### config.mk
export PLATFORM = sky130hd
export DESIGN_NAME = scv_keypad
export DESIGN_NICKNAME = d
export VERILOG_FILES = /design/src/rtl/scv_keypad.sv
export SDC_FILE = /design/constraint.sdc
export NUM_CORES = 1
export LEC_CHECK = 0
export BUFFER_PORTS_ARGS = -buffer_cell sky130_fd_sc_hd__buf_2
export CAP_MARGIN = 20
export CORE_AREA = 2 2 231 188
export DETAILED_ROUTE_END_ITERATION = 12
export DIE_AREA = 0 0 233 190
export PLACE_DENSITY = 0.53
export SYNTH_ARGS = -nofsm -noshare
export SYNTH_HDL_FRONTEND = slang
export SYNTH_SLANG_ARGS = --single-unit
### constraint.sdc
create_clock -name CLK -period 11.7 [get_ports CLK]
set_input_delay 1.17 -clock CLK [delete_from_list [all_inputs] [get_ports CLK]]
set_output_delay 1.17 -clock CLK [all_outputs]
set_load 0.02 [all_outputs]
### src/rtl/scv_keypad.sv
`default_nettype none
// ============================================================================
// Module      : scv_keypad
// Description : Keypad/controller input stage for the uPD7800 ports. It
//               synchronises and debounces the host keys, scans the key matrix
//               with PA (row select, active low), and returns columns on PB and
//               pause on PC0. Optional autofire: SCV_KEYPAD_AUTOFIRE_EN.
// Revision    : 1.0 - initial release
// ============================================================================
module scv_keypad #(
    parameter int DB_DIV = 28636,
    parameter int DB_CNT = 4,
    parameter int AF_DIV = 33
) (
    input  logic        CLK,
    input  logic        RESET,
    input  logic [63:0] KEYS_I,
    input  logic        PAUSE_I,
`ifdef SCV_KEYPAD_AUTOFIRE_EN
    input  logic [63:0] AF_MASK_I,
`endif
    input  logic [7:0]  PA_I,
    output logic [7:0]  PB_O,
    output logic        PC0_O,
    output logic [63:0] KEYS_DB_O
);

    localparam int c_DIV_W = (DB_DIV > 1) ? $clog2(DB_DIV) : 1;
    localparam int c_CNT_W = (DB_CNT > 1) ? $clog2(DB_CNT) : 1;
    localparam logic [c_DIV_W-1:0] c_DIV_LAST = c_DIV_W'(DB_DIV - 1);
    localparam logic [c_CNT_W-1:0] c_CNT_LAST = c_CNT_W'(DB_CNT - 1);

    logic [64:0]        r_sync1;
    logic [64:0]        r_sync2;
    logic [c_DIV_W-1:0] r_div;
    logic               w_tick;
    logic [64:0]        w_stable;
    logic [63:0]        w_eff;
    logic [7:0]         w_pb;

    // Channel 64 is the pause switch; 63..0 are the matrix keys.
    always_ff @(posedge CLK or posedge RESET) begin
        if (RESET) begin
            r_sync1 <= '0;
            r_sync2 <= '0;
        end else begin
            r_sync1 <= {PAUSE_I, KEYS_I};
            r_sync2 <= r_sync1;
        end
    end

    assign w_tick = (r_div == c_DIV_LAST);

    always_ff @(posedge CLK or posedge RESET) begin
        if (RESET) begin
            r_div <= '0;
        end else if (w_tick) begin
            r_div <= '0;
        end else begin
            r_div <= r_div + 1'b1;
        end
    end

    // Any agreeing tick restarts the count, so only DB_CNT consecutive
    // differing ticks move the stable value.
    for (genvar i = 0; i < 65; i++) begin : g_db
        logic [c_CNT_W-1:0] r_cnt;
        logic               r_stable;

        always_ff @(posedge CLK or posedge RESET) begin
            if (RESET) begin
                r_cnt    <= '0;
                r_stable <= 1'b0;
            end else if (w_tick) begin
                if (r_sync2[i] == r_stable) begin
                    r_cnt <= '0;
                end else if (r_cnt == c_CNT_LAST) begin
                    r_stable <= r_sync2[i];
                    r_cnt    <= '0;
                end else begin
                    r_cnt <= r_cnt + 1'b1;
                end
            end
        end

        assign w_stable[i] = r_stable;
    end

`ifdef SCV_KEYPAD_AUTOFIRE_EN
    localparam int c_AF_W = (AF_DIV > 1) ? $clog2(AF_DIV) : 1;
    localparam logic [c_AF_W-1:0] c_AF_LAST = c_AF_W'(AF_DIV - 1);

    logic [c_AF_W-1:0] r_af_cnt;
    logic              r_af_phase;

    always_ff @(posedge CLK or posedge RESET) begin
        if (RESET) begin
            r_af_cnt   <= '0;
            r_af_phase <= 1'b1;
        end else if (w_tick) begin
            if (r_af_cnt == c_AF_LAST) begin
                r_af_cnt   <= '0;
                r_af_phase <= ~r_af_phase;
            end else begin
                r_af_cnt <= r_af_cnt + 1'b1;
            end
        end
    end

    assign w_eff = w_stable[63:0] & (~AF_MASK_I | {64{r_af_phase}});
`else
    // AF_DIV has no effect without autofire; this empty block only names it.
    if (AF_DIV < 1) begin : g_af_div_unused
    end

    assign w_eff = w_stable[63:0];
`endif

    always_comb begin
        w_pb = 8'hFF;
        for (int r = 0; r < 8; r++) begin
            w_pb = w_pb & ~(w_eff[r*8 +: 8] & {8{~PA_I[r]}});
        end
    end

    always_ff @(posedge CLK or posedge RESET) begin
        if (RESET) begin
            PB_O  <= 8'hFF;
            PC0_O <= 1'b1;
        end else begin
            PB_O  <= w_pb;
            PC0_O <= ~w_stable[64];
        end
    end

    assign KEYS_DB_O = w_stable[63:0];

endmodule
`default_nettype wire

==> run metrics <==
cell taking the most area after synthesis dfrtp_1; Syn Area/Cell 10.8 µm²; initial antenna violation count 1; GR peak layer met1; CTS tree done; Yosys warning count 0; # nets final 1,559; area of the multi-input gates 4750 µm²; delay-heaviest family, CP buffers and inverters; post-DP HPWL 22,100 µm; Storage cell area 8740 µm²; Fin. Hold Viols 0; Max-slew headroom 27.1%; Synth top cells by count dfrtp_1 (340), nand2_1 (264), nor2_1 (75); clock slew at reported path FFs 60 ps; Reg2Reg Setup Slack 8720 ps; Die Area 44,300 µm²; HP Start r_sync1[20]; met3 Use GR 3.72%; detailed-route via count 9,295; Hold Buf Count CTS 0; count leader, synth dfrtp_1; CTS sink count 349; H-tree depth 2; Synth cell types 34; gr ovfl total 0; final worst setup slack 8570 ps; grt met2 use 21.6%; CTS root buffer clkbuf_16; Starting Density 34.3%; post-synthesis register bit count 349; cells after synthesis 1,339; routed wire length 32,500 µm; post_cts resized 0; R2R cell count 5; Fmax 320 MHz; slowest stage cell, crit path buf_4; I/O Buffers 147; WHS Endpoint r_sync2[20]; Worst setup SP type primary input; worst-path cell chain buf_2 > inv_8 > buf_4 > buf_4; Syn Nets 1,480; period utilization 26.7%; Post-synth ARST share 100%; die height 190 µm; largest net degree at the start of global routing 139; Final Max Tran Viols 0; DRC errors left 0; Crit path required time 12,230 ps; CP Data Arrival Time 3660 ps; Layout area overhead 13.6%; Ports 148; R2R Path Start r_div[0]; critical path endpoint category asynchronous set/reset pin; main area contributors after synthesis dfrtp_1 (59%), nand2_1 (6.8%), ha_1 (5.7%); final setup fails 0; # diodes 0; routed len/inst 16.2 µm; post-synthesis sequential area ratio 60.3%; clock tree buffer depth 3; Lkg Pwr 8.59 nW; GR Util All Layers 14.9%; PD cells 149 nW/µm²; Clk Latency, worst-skew pair 530 ps; Post-synth EDFFs 0; vias in the first global route 8,996; status finished, final reports clean; row count 68; RSZ-0062 raised after global routing false; WS Path Type in2async; Worst-Margin Slew 1090 ps; post-route antenna net violation count 0; Layout Skew 12.9 ps; largest stage delay on the critical path 810 ps; hold path cells 0; DIE WIDTH 233 µm; M1 GR Usage 21.9%; Crit Path Max Fanout 138; Min-Delay Path Class reg2reg; CTS Buf Count 38; drt pass-1 iters 5; Pwr Total 2.46 mW; fin crit period 3130 ps; Worst VDD drop 0.0840 mV; cell mode on critical path buf_4; Sum Neg Setup Slack 0 ps; first-pass GRT wire length 50,900 µm; share of layout cells above drive strength 1 16.6%; Core Footprint 42,300 µm²; area share of the largest cell type after synthesis 58.7%; Place WS 7700 ps; GPL Wtd Cong 0.761; Cell Area, Synth 14,500 µm²; Initial DRC Count 527; Worst R2R End g_db[22].r_cnt[0]; vias per cell 4.64; CP bufs+invs 4; FILL cells 4,110; max-cap violation count 0; Post-CTS Setup Inserts 0; Synth Flop Type dfrtp_1
==> registers in the layout (all words and copies together), names as in the netlist <==
register,cells
PB_O,8
r_sync2,65
g_db.r_stable,65
g_db.r_cnt,130
r_div,15
r_sync1,65
PC0_O,1
==> metal layers <==
layer | wire length (µm) | vias to the layer above | share of wire, %
met5 | 10 | - | 0.031
met4 | 766 | 2 | 2.4
met3 | 1870 | 57 | 5.8
met2 | 13600 | 177 | 42
met1 | 16200 | 4486 | 50
li1 | - | 4573 | -
==> final cells by class <==
cell class              count  share of cell area [%]
flip-flops and latches    349                    53.1
multi-input cells         807                    28.9
clock buffers              61                    6.91
repair buffers            155                    4.95
well taps                 560                    4.25
inverters                  67                    1.57
clock inverters             6                   0.357
==> metrics by stage <==
step / hold WS (ps) / area, µm² / utilization [%] / cells
after floorplan: 331 / 14500 / - / 1339
after global placement: 332 / 15200 / 36.1 / 1937
after detailed placement: 335 / 15200 / 36.1 / 1937
after CTS: 345 / 16400 / 38.9 / 2004
after global routing: 348 / 16500 / 39.0 / 2005
final: 338 / 16500 / 39.0 / 2005
==> cell usage in the layout (no fill, tap or decap) <==
| cell type | n |
|---|---|
| dfrtp_1 | 340 |
| nand2_1 | 264 |
| buf_2 | 147 |
| nor2_1 | 75 |
| xor2_1 | 69 |
| nand3_1 | 69 |
| a21oi_1 | 67 |
| inv_1 | 66 |
| ha_1 | 66 |
| o21ai_0 | 61 |
| a31o_1 | 47 |
| clkbuf_16 | 39 |
| o22ai_1 | 32 |
| a31o_2 | 18 |
| clkbuf_1 | 14 |
| nor4_1 | 12 |
| dfstp_2 | 9 |
| clkbuf_8 | 8 |
| xnor2_1 | 7 |
| buf_4 | 7 |
| o21ai_1 | 5 |
| clkinv_2 | 4 |
| nor3_1 | 3 |
| nand4_1 | 2 |
| nand4_4 | 1 |
| nand4bb_1 | 1 |
| nand4b_1 | 1 |
| nor4_4 | 1 |
| or4_4 | 1 |
| or3_1 | 1 |
| and4_1 | 1 |
| and2_1 | 1 |
| or2_2 | 1 |
| a31oi_1 | 1 |
| inv_8 | 1 |
| inv_6 | 1 |
| bufinv_16 | 1 |
| buf_16 | 1 |
==> worst register-to-register path, stage by stage (launching register included) <==
cell and delay (ps):
dfrtp_1 420, ha_1 260, nand4b_1 190, or4_4 740
buf_4 920, o21ai_0 280
==> cell families (layout without fill, tap and decap cells) <==
logic type	after synthesis	in the layout	share of synthesized area, %
buffers and inverters	183	289	6.90
DFF	349	349	60.3
AOI/OAI and AO/OA	231	231	9.94
and+or+nand+nor	434	434	12.5
adders and majority gates	66	66	5.70
xor gates and xnor gates	76	76	4.59
==> power breakdown <==
part	switching, mW	internal, mW
registers	0.0117	1.23
logic	0.0411	0.0169
clock network	0.469	0.687
==> worst max path at each step <==
stage | to | start | slack, ps | cells past startpoint
after detailed placement | r_sync1[48] | RESET | 7700 | 4
after floorplan | g_db[0].r_cnt[0] | RESET | 870 | 1
after CTS | g_db[51].r_cnt[1] | RESET | 8270 | 4
after global placement | r_sync1[47] | RESET | 7720 | 4
final | r_sync2[53] | RESET | 8570 | 4
after global routing | r_sync2[53] | RESET | 8120 | 4
Note: power is estimated with default switching activity, not from simulation.
